[config.mk]
export PLATFORM = sky130hd
export DESIGN_NAME = lif_neuron_array
export DESIGN_NICKNAME = d
export VERILOG_FILES = /design/src/rtl/lif_neuron_array.sv
export SDC_FILE = /design/constraint.sdc
export NUM_CORES = 1
export LEC_CHECK = 0
export CORE_UTILIZATION = 44
export DETAILED_ROUTE_END_ITERATION = 8
export PLACE_DENSITY = 0.65
export RECOVER_POWER = 100
export SLEW_MARGIN = 20
export SYNTH_ARGS = -nofsm -noshare
export SYNTH_HDL_FRONTEND = slang
export SYNTH_SLANG_ARGS = --single-unit
[constraint.sdc]
create_clock -name clk -period 6.15 [get_ports clk]
set_clock_uncertainty 0.1 [all_clocks]
set_input_delay 1.23 -clock clk [delete_from_list [all_inputs] [get_ports clk]]
set_output_delay 1.23 -clock clk [all_outputs]
set_load 0.03 [all_outputs]
[src/rtl/lif_neuron_array.sv]
// lif_neuron_array: N independent leaky integrate-and-fire neurons.
// Each neuron leaks V >> LEAK_SHIFT per enabled cycle and adds its input
// current with saturation. It fires when the saturated sum reaches the shared
// threshold, then stays silent for REFRAC cycles.
// Optional feature: define LIF_SPIKE_COUNT_EN to build a saturating total
// spike counter. When it is undefined, spike_count is tied to 0.
module lif_neuron_array #(
  parameter int N          = 4,
  parameter int IN_W       = 8,
  parameter int V_W        = 10,
  parameter int LEAK_SHIFT = 3,
  parameter int REFRAC     = 2,
  parameter int CNT_W      = 16,
  localparam int SEL_W     = (N > 1) ? $clog2(N) : 1
) (
  input  logic                clk,
  input  logic                rst_n,
  input  logic                en,
  input  logic [V_W-1:0]      threshold,
  input  logic [N*IN_W-1:0]   neuron_input,
  input  logic [SEL_W-1:0]    mon_sel,
  output logic [V_W-1:0]      mon_potential,
  output logic [N-1:0]        spike,
  output logic [CNT_W-1:0]    spike_count
);

  localparam int REF_W = (REFRAC > 0) ? $clog2(REFRAC + 1) : 1;

  // Membrane potentials of all neurons, gathered for the monitor mux.
  logic [N-1:0][V_W-1:0] v_all;
`ifdef LIF_SPIKE_COUNT_EN
  // Spikes being registered on the coming edge, used by the counter.
  logic [N-1:0] fire_vec;
`endif

  genvar gi;
  generate
    for (gi = 0; gi < N; gi++) begin : g_neuron
      logic [V_W-1:0]  v_reg;
      logic            spike_reg;
      logic [IN_W-1:0] cur;
      logic [V_W-1:0]  leaked;
      logic [V_W:0]    sum;
      logic [V_W-1:0]  sat;
      logic            refractory;
      logic            fire;

      assign cur    = neuron_input[gi*IN_W +: IN_W];
      // The shifted value never exceeds v_reg, so this cannot underflow.
      assign leaked = v_reg - (v_reg >> LEAK_SHIFT);
      // One extra bit catches the overflow, which then clamps to full scale.
      assign sum    = {1'b0, leaked} + {{(V_W + 1 - IN_W){1'b0}}, cur};
      assign sat    = sum[V_W] ? {V_W{1'b1}} : sum[V_W-1:0];
      assign fire   = en && !refractory && (sat >= threshold);

      if (REFRAC > 0) begin : g_ref
        logic [REF_W-1:0] ref_reg;
        // Refractory countdown: loaded on a firing, counts down while enabled.
        always_ff @(posedge clk or negedge rst_n) begin
          if (!rst_n) begin
            ref_reg <= '0;
          end else if (en) begin
            if (ref_reg != '0) begin
              ref_reg <= ref_reg - REF_W'(1);
            end else if (fire) begin
              ref_reg <= REF_W'(REFRAC);
            end
          end
        end
        assign refractory = (ref_reg != '0);
      end else begin : g_noref
        assign refractory = 1'b0;
      end

      // Membrane and spike update: fire or refractory clears V, else integrate.
      always_ff @(posedge clk or negedge rst_n) begin
        if (!rst_n) begin
          v_reg     <= '0;
          spike_reg <= 1'b0;
        end else begin
          spike_reg <= fire;
          if (en) begin
            if (refractory || fire) begin
              v_reg <= '0;
            end else begin
              v_reg <= sat;
            end
          end
        end
      end

      assign v_all[gi] = v_reg;
      assign spike[gi] = spike_reg;
`ifdef LIF_SPIKE_COUNT_EN
      assign fire_vec[gi] = fire;
`endif
    end
  endgenerate

  // Monitor mux: selected neuron's potential, or 0 for an out-of-range select.
  always_comb begin
    mon_potential = '0;
    for (int k = 0; k < N; k++) begin
      if (mon_sel == SEL_W'(k)) begin
        mon_potential = v_all[k];
      end
    end
  end

`ifdef LIF_SPIKE_COUNT_EN
  localparam int PC_W  = $clog2(N + 1);
  localparam int SUM_W = ((CNT_W > PC_W) ? CNT_W : PC_W) + 1;

  logic [PC_W-1:0]  pop;
  logic [SUM_W-1:0] cnt_sum;
  logic [CNT_W-1:0] cnt_reg;

  // Population count of the spikes being registered this edge.
  always_comb begin
    pop = '0;
    for (int k = 0; k < N; k++) begin
      pop = pop + PC_W'(fire_vec[k]);
    end
  end

  assign cnt_sum = SUM_W'(cnt_reg) + SUM_W'(pop);

  // Saturating spike counter. It holds while disabled and only reset clears it.
  always_ff @(posedge clk or negedge rst_n) begin
    if (!rst_n) begin
      cnt_reg <= '0;
    end else if (en) begin
      if (cnt_sum > SUM_W'({CNT_W{1'b1}})) begin
        cnt_reg <= '1;
      end else begin
        cnt_reg <= cnt_sum[CNT_W-1:0];
      end
    end
  end

  assign spike_count = cnt_reg;
`else
  assign spike_count = '0;
`endif

endmodule
After elaboration in Yosys (flattened, before gate mapping)
Cells that the tools add are included.
{"block": "word_totals", "regBits": 52, "inputBits": 47, "output_inout_bits": 30, "wordCells": 80}
{"block": "op_classes", "addsub": 12, "n_lt_le_gt_ge": 4, "n_eq_ne": 3, "mux": 20, "reduce_logical": 29}
{"cell": "10-bit 2-to-1 mux", "count": 12}
{"cell": "10-bit by 8-bit adder with 11-bit output", "count": 4}
{"cell": "10-bit greater-or-equal comparator", "count": 4}
{"cell": "10-bit by 7-bit subtractor with 10-bit output", "count": 4}
{"cell": "2-bit 2-to-1 mux", "count": 8}
{"cell": "2-bit nonzero test", "count": 8}
{"cell": "1-bit logical AND", "count": 8}
{"cell": "2-bit AND reduction", "count": 4}
{"cell": "2-bit by 1-bit subtractor with 2-bit output, second input constant", "count": 4}
{"cell": "2-bit equality test, second input constant", "count": 2}
{"cell": "1-bit zero test", "count": 4}
{"cell": "1-bit logical OR", "count": 4}
{"cell": "2-bit by 1-bit equality test with 1-bit output, second input constant", "count": 1}
{"cell": "2-bit zero test", "count": 1}

Longest topological paths before layout
{"block": "depth", "depth_word": 7, "mapped_depth": 24, "ltp_nobuf": 24}

Least setup slack after synthesis
OpenSTA, ideal clock, no wires.
{"block": "synth_path", "path_kind": "input-to-reg", "start": "in neuron_input[8]", "end": "reg g_neuron[1].v_reg[9]", "setup_ns": 0.101, "t_arrival_ns": 4.649, "required_time_ns": 5.949, "slack_ns": 1.300, "cell_stages": 16, "path_buffers": 0, "path_cell_list": "ha_1 -> fa_1 -> a21oi_1 -> o31ai_1 -> or3_1 -> a31oi_1 -> nor3_4 -> nor2_1 -> ha_1 -> nand2b_1 -> a21o_1 -> a21oi_1 -> o21ai_0 -> a221oi_1 -> nand3_1 -> o32ai_1"}
{"block": "synth_between", "elab_chain_len": 6}
{"element": "start: declaration", "line": "20", "rtl": "input logic [N*IN_W-1:0] neuron_input,"}
{"element": "10-bit by 8-bit adder with 11-bit output *", "line": "52", "rtl": "assign sum = {1'b0, leaked} + {{(V_W + 1 - IN_W){1'b0}}, cur};"}
{"element": "10-bit 2-to-1 mux *", "line": "53", "rtl": "assign sat = sum[V_W] ? {V_W{1'b1}} : sum[V_W-1:0];"}
{"element": "10-bit greater-or-equal comparator", "line": "54", "rtl": "assign fire = en && !refractory && (sat >= threshold);"}
{"element": "1-bit logical AND", "line": "54"}
{"element": "1-bit logical OR", "line": "83", "rtl": "if (refractory || fire) begin"}
{"element": "10-bit 2-to-1 mux *", "line": "83"}
{"element": "end signal: assignment", "line": "86", "rtl": "v_reg <= sat;"}
{"element": "end: declaration", "line": "39", "rtl": "logic [V_W-1:0] v_reg;"}
Mark *: on every way between the ends. The rest lies on a longest branch, timed or not.
A chain may end at the register's enable or synchronous reset.

Worst setup path after layout
{"block": "layout_path", "start": "reg g_neuron[2].v_reg[7]", "end": "reg g_neuron[2].v_reg[7]"}
{"block": "layout_between", "elab_chain_len": 7}
{"element": "start: declaration", "line": "39"}
{"element": "start signal: assignment", "line": "86"}
{"element": "10-bit by 7-bit subtractor with 10-bit output *", "line": "50", "rtl": "assign leaked = v_reg - (v_reg >> LEAK_SHIFT);"}
{"element": "10-bit by 8-bit adder with 11-bit output *", "line": "52"}
{"element": "10-bit 2-to-1 mux *", "line": "53"}
{"element": "10-bit greater-or-equal comparator", "line": "54"}
{"element": "1-bit logical AND", "line": "54"}
{"element": "1-bit logical OR", "line": "83"}
{"element": "10-bit 2-to-1 mux *", "line": "83"}
Marked as above.

==> results.md <==
- TritonCTS clock tree: built
- Post-synthesis instance area: 0.00648 mm²
- Number of buffers added by the clock tree synthesis step: 5
- Avg Synthesized Cell Area: 8.80 µm²
- # setup viols final: 0
- NumNets Final: 956
- Boundary pin count: between 70 and 80
- Area share of fa/ha/maj cells after synthesis: 0.233
- Number of inserted filler cells in the final layout: 1317
- Root buffer cell: sky130_fd_sc_hd__clkbuf_16
- Fraction of synthesized area in multiplexers: 0.0518
- Largest register FFs: 40
- Number of failing hold endpoints at the final stage: 0
- DRC marker count from the first detailed-route iteration: approximately 460
- Antenna diodes: 0
- Maxcap violations: 1
- Top library cells by usage in the layout, fill and taps aside: sky130_fd_sc_hd__ha_1, sky130_fd_sc_hd__inv_1, sky130_fd_sc_hd__nor2_1
- EDFF count, synth: 0
- Sink count of the clock tree: 52
- HP Start: g_neuron[1].g_ref.ref_reg[0]$_DFFE_PN0P_
- Post-route DRC violation count: 0
- Number of warnings issued by yosys: 0
- Type of the worst setup path: flop to flop
- Die outline area: around 0.015 mm²
- Netlist cell types: 74
- Hold worst-path end: g_neuron[1].g_ref.ref_reg[0]$_DFFE_PN0P_
- Post-DRT Antenna Nets: 0
- RSZ-0062 raised after global routing: no
- XOR/XNOR Fraction of Synth Area: 0.0566
- Hold buffers post-CTS: 0
- H-tree lvl count: 2
- Via count of the first global-routing pass: 5872
- Total number of vias: 5667
- Area fraction in and, or, nand and nor cells after synthesis: 0.122
- Leading cell type in the layout, fill and taps excluded: sky130_fd_sc_hd__ha_1
- Worst hold margin: 0.406 ns
- Initial Utilization: 0.460
- Number of setup buffers added after CTS: 0
- Post-synth top flop: sky130_fd_sc_hd__dfrtp_1
- Largest net degree at the start of global routing: 53
- Synth Area in Compound Gates: 0.252
- Core Footprint: 0.0141 mm²
- Reg-to-reg slack, setup: around 0.45 ns
- Drt wl/cell: 17.7 µm
- Type of element capturing the critical path: flop
- Average vias per placed instance: 5.82
- Util after Layout: 0.520
- Metal-1 WL: roughly 7600 µm
- Dominant combinational cell family by area after synthesis: compound AO/OA/AOI/OAI gates
- Port Buf Inserts: 60
- Area used by sequential logic in the layout: 0.00130 mm²
- Worst-Margin Slew: 2.95 ns
- Met2 wirelength from detailed routing: about 8500 µm
- Synthesis-to-layout area growth: 13.2%
- Global-route wire length before repair: approximately 28000 µm
- Startpoint types: flop
- Source-to-sink clock delay at the later pin of the worst-skew pair: ~0.29 ns
- Placer's final routability congestion estimate: 0.936
- Vertical extent of the die: 123 µm
- Ys async rst share: 1.00
- Worst EP arrival: 5.83 ns
- Number of gates resized after CTS: 0
- Row Count: 43
- Setup TNS: 0 ns
- Number of instances in the synthesized netlist: 736
- Final standard cell area without fillers: 0.00733 mm²
- Maximum fanout count along the critical path: 9
- Met3 Wirelength: 759 µm
- Overflow left after global routing: 0
- Highest Clock Rate: 0.176 GHz
- Number of antenna violations at the first check in global routing: 0
- DP Wirelength: roughly 14000 µm
- Number of storage elements in the synthesis netlist: 52
- Final period util: 0.926
- Clock period minus worst slack: 5.70 ns
- Post-CTS clock slew at the launch and capture registers of the worst setup and hold paths: ~0.07 ns
- R2R cell count: 21
- Area taken by multi-input logic gates: 0.00468 mm²
- Maximum buffer depth of the clock tree: 2
- Die Wd: 123 µm
- Post-synthesis sequential area ratio: 0.201
- Relative slew slack: -0.965
- End of the worst register-to-register path: g_neuron[2].v_reg[7]$_DFFE_PN0P_
- Top routing layer used: met4
- Min-Delay Path Class: flop to flop
- TritonRoute pass-1 iters: 5
- Max-slew violation count: between 50 and 60
- Fraction of final layout cells with drive strength greater than 1: 0.0592
- Post-Place Cell Area: 0.00719 mm²
- Cell count of the worst hold path: 1
- All-layer global routing usage: 0.241
- Result of the run: complete, but fails checks
- Violations in the final reports: capacitance limit, slew limit
- Total Routed Length: roughly 17000 µm
- Launch point of the worst reg-to-reg path: g_neuron[2].v_reg[7]$_DFFE_PN0P_
- Endpoint required time on the critical path: roughly 6.3 ns
-- cell usage after synthesis, drive strengths merged, types with 10 or more instances --
cell type,number,share of area
inv,90,0.052
o21a,15,0.017
nor3,10,0.0095
dfrtp,52,0.20
a211oi,21,0.026
nor2,58,0.034
o22ai,18,0.017
buf,22,0.025
xnor2,29,0.040
nor2b,12,0.012
nand2,24,0.014
mux4,10,0.035
ha,108,0.21
a21oi,31,0.024
a22o,16,0.022
xor2,12,0.016
nand2b,14,0.014
o21ai,40,0.033
a21o,29,0.034
-- per-stage QoR --
stage          std cells  setup WS [ns]
2_1_floorplan        751           1.30
3_3_place_gp         966          0.513
3_5_place_dp         966          0.352
4_1_cts              974          0.459
5_1_grt              974         0.0966
6_report             974          0.455
-- worst max path at each step --
stage,from,endpoint,cells past startpoint
2_1_floorplan,neuron_input[8],g_neuron[1].v_reg[9]$_DFFE_PN0P_,16
3_3_place_gp,neuron_input[8],g_neuron[1].v_reg[9]$_DFFE_PN0P_,17
3_5_place_dp,neuron_input[8],g_neuron[1].v_reg[9]$_DFFE_PN0P_,17
4_1_cts,g_neuron[1].v_reg[6]$_DFFE_PN0P_,g_neuron[1].v_reg[9]$_DFFE_PN0P_,21
5_1_grt,g_neuron[2].v_reg[4]$_DFFE_PN0P_,g_neuron[2].v_reg[7]$_DFFE_PN0P_,21
6_report,g_neuron[2].v_reg[7]$_DFFE_PN0P_,g_neuron[2].v_reg[7]$_DFFE_PN0P_,21
-- cells by family (layout without fill, tap and decap cells) --
logic type	after synthesis	in the layout
fa+ha+maj	116	116
other cells	1	16
simple gates	156	156
buf+inv	121	164
xor+xnor	41	41
mux	20	20
compound gates	229	229
flops	52	52
-- worst max-delay path: stages (launching register included) --
cell,delay [ns]
sky130_fd_sc_hd__dfrtp_1,0.56
sky130_fd_sc_hd__inv_1,0.14
sky130_fd_sc_hd__ha_1,0.33
sky130_fd_sc_hd__o21ai_0,0.09
sky130_fd_sc_hd__a21oi_1,0.36
sky130_fd_sc_hd__o21a_1,0.18
sky130_fd_sc_hd__nor2_1,0.05
sky130_fd_sc_hd__xnor2_1,0.14
sky130_fd_sc_hd__ha_1,0.34
sky130_fd_sc_hd__o21a_1,0.15
sky130_fd_sc_hd__o21a_1,0.12
sky130_fd_sc_hd__o22ai_1,0.13
sky130_fd_sc_hd__a211oi_1,0.72
sky130_fd_sc_hd__nor2_1,0.18
sky130_fd_sc_hd__ha_1,0.31
sky130_fd_sc_hd__nand2b_1,0.14
sky130_fd_sc_hd__a21o_1,0.18
sky130_fd_sc_hd__a21oi_1,0.15
sky130_fd_sc_hd__o21ai_0,0.11
sky130_fd_sc_hd__a221o_1,0.39
sky130_fd_sc_hd__nor2_1,0.53
sky130_fd_sc_hd__a22o_2,0.23
-- cell type report --
class / instances / share of cell area
clock buffer: 5 / 0.0171
clock inverter: 3 / 0.00580
inverter: 91 / 0.0466
multi-input combinational: 578 / 0.638
sequential: 52 / 0.177
tap: 180 / 0.0307
timing repair buffer: 65 / 0.0848
-- layer usage --
metal  up-vias  track usage
li1       2764            -
met1      2723        0.302
met2       149        0.429
met3        31       0.0286
met4         0       0.0761
met5         -            0
Power is left out: the tool's default activity adds up to more than one toggle a clock period on the data nets, which glitch-free logic cannot reach.
==> RTL edit, RTL diff (same flow settings) <==
`V_W`: 10 -> 12.
--- a/src/rtl/lif_neuron_array.sv
+++ b/src/rtl/lif_neuron_array.sv
@@ -7,7 +7,7 @@
 module lif_neuron_array #(
   parameter int N          = 4,
   parameter int IN_W       = 8,
-  parameter int V_W        = 10,
+  parameter int V_W        = 12,
   parameter int LEAK_SHIFT = 3,
   parameter int REFRAC     = 2,
   parameter int CNT_W      = 16,
Interface: changed (resized mon_potential and threshold); port bits go from 77 to 81. No check against the original RTL was run, so the function may have changed too.
==> RTL edit against the original RTL <==
- the flow finishes with violations (design-rule violations, max-capacitance violations, max-slew violations)
- largest cell class unchanged
- synthesized cell count increased by 20%
- critical endpoint is now g_neuron[3].g_ref.ref_reg[0]
- setup slack improved by 66 ps
- global-route usage decreased by 0.48 points
- area after synthesis increased by 19%
- first-iteration DRC count decreased by 20%
- count of clock-buffer cells in the layout increased by 6
- sequential cell count increased by 8
- worst hold slack got worse by 3.1 ps
- routed wire length increased by 19%
- cell area increased by 21%
- final cell count increased by 20%
- critical path type unchanged
Power is not shown: default switching activity piles up to over one toggle a cycle in this logic, so the estimate is an artifact.
==> RTL edit: results (changes against the original RTL) <==
| Metric | Value |
|---|---|
| GRT Util Overall | 23.62% (-0.48 points) |
| Status | finished, violations left |
| Slew headroom | -124.4% (-28 points) |
| Worst reg2reg startpoint | g_neuron[3].v_reg[0] |
| Routability-driven placement congestion ratio | 0.8643 (-7.6%) |
| Synth top area cells | ha_1, dfrtp_1, xnor2_1 |
| First DRT Iteration DRCs | 367 (-20%) |
| Via density | 5.726 (-1.6%) |
| WL met2 | 9249 um (+8.7%) |
| CTS buffer count | 9 (+4) |
| First-pass GRT wire length | 32950 um (+16%) |
| M3 GR Usage | 3.228% (+0.37 points) |
| Share of cells above drive strength 1 | 6.230% (+0.31 points) |
| Residual DRC | 1 (+1) |
| Met1 Use GR | 32.11% (+1.9 points) |
| Routed WL | 20510 um (+19%) |
| GRT met2 Usage | 38.31% (-4.6 points) |
| Post-synthesis sequential area ratio | 19.41% (-0.67 points) |
| Max Transition Viols Final | 61 (+15%) |
| Crit path arrival time | 5750 ps (-80 ps) |
| Max Cap Viol | 1 (unchanged) |
| Cell variety after synth | 83 (+12%) |
| Dpl ws | 252.3 ps (-100.1 ps) |
| Slowest cell on the critical path | fa_1 |
| Wire length on met1 | 9677 um (+27%) |
| Hold slack | 402.6 ps (-3.068 ps) |
| Failing checks | design-rule violations, max-capacitance violations, max-slew violations |
| Initial antenna violation count | 1 (+1) |
| Routed wl met3 | 1104 um (+45%) |
| WL per Instance | 17.49 um (-1.4%) |
| Max reg flops | 48 (+20%) |
| Hold Crit Start | g_neuron[2].g_ref.ref_reg[0] |
| Clock-pin slew on the worst setup and hold paths | 50 ps (-20 ps) |
| Crit path to | g_neuron[3].g_ref.ref_reg[0] |
| Synth cell count leaders | ha_1, inv_1, nor2_1, dfrtp_1, a21oi_1 |
-- RTL edit: kinds of logic after synthesis --
family / after synthesis / synth area share [%]
other: 1 / 0.04849
AND/OR/NAND/NOR: 237 / 16.00
flip-flops: 60 / 19.41
XOR/XNOR: 49 / 5.549
adder cells (fa/ha/maj): 136 / 22.78
multiplexers: 22 / 4.870
AO/OA/AOI/OAI: 259 / 24.38
buffers and inverters: 118 / 6.957
-- RTL edit: final cells by class --
class                      instances  area [sq um]  area share (%)
antenna                            1         2.502         0.02831
clock buffer                      11         242.7           2.746
clock inverter                     5         75.07          0.8494
inverter                          79         296.5           3.355
multi-input combinational        719          5751           65.06
sequential                        60          1501           16.99
tap                              225         281.5           3.185
timing repair buffer              73         688.2           7.786
-- RTL edit: metrics by stage --
step | area, sq um | utilization (%)
final | 8838 | 51.28
after global placement | 8533 | 49.51
after floorplan | 7790 | -
after detailed placement | 8533 | 49.51
after global routing | 8838 | 51.28
after CTS | 8851 | 51.35
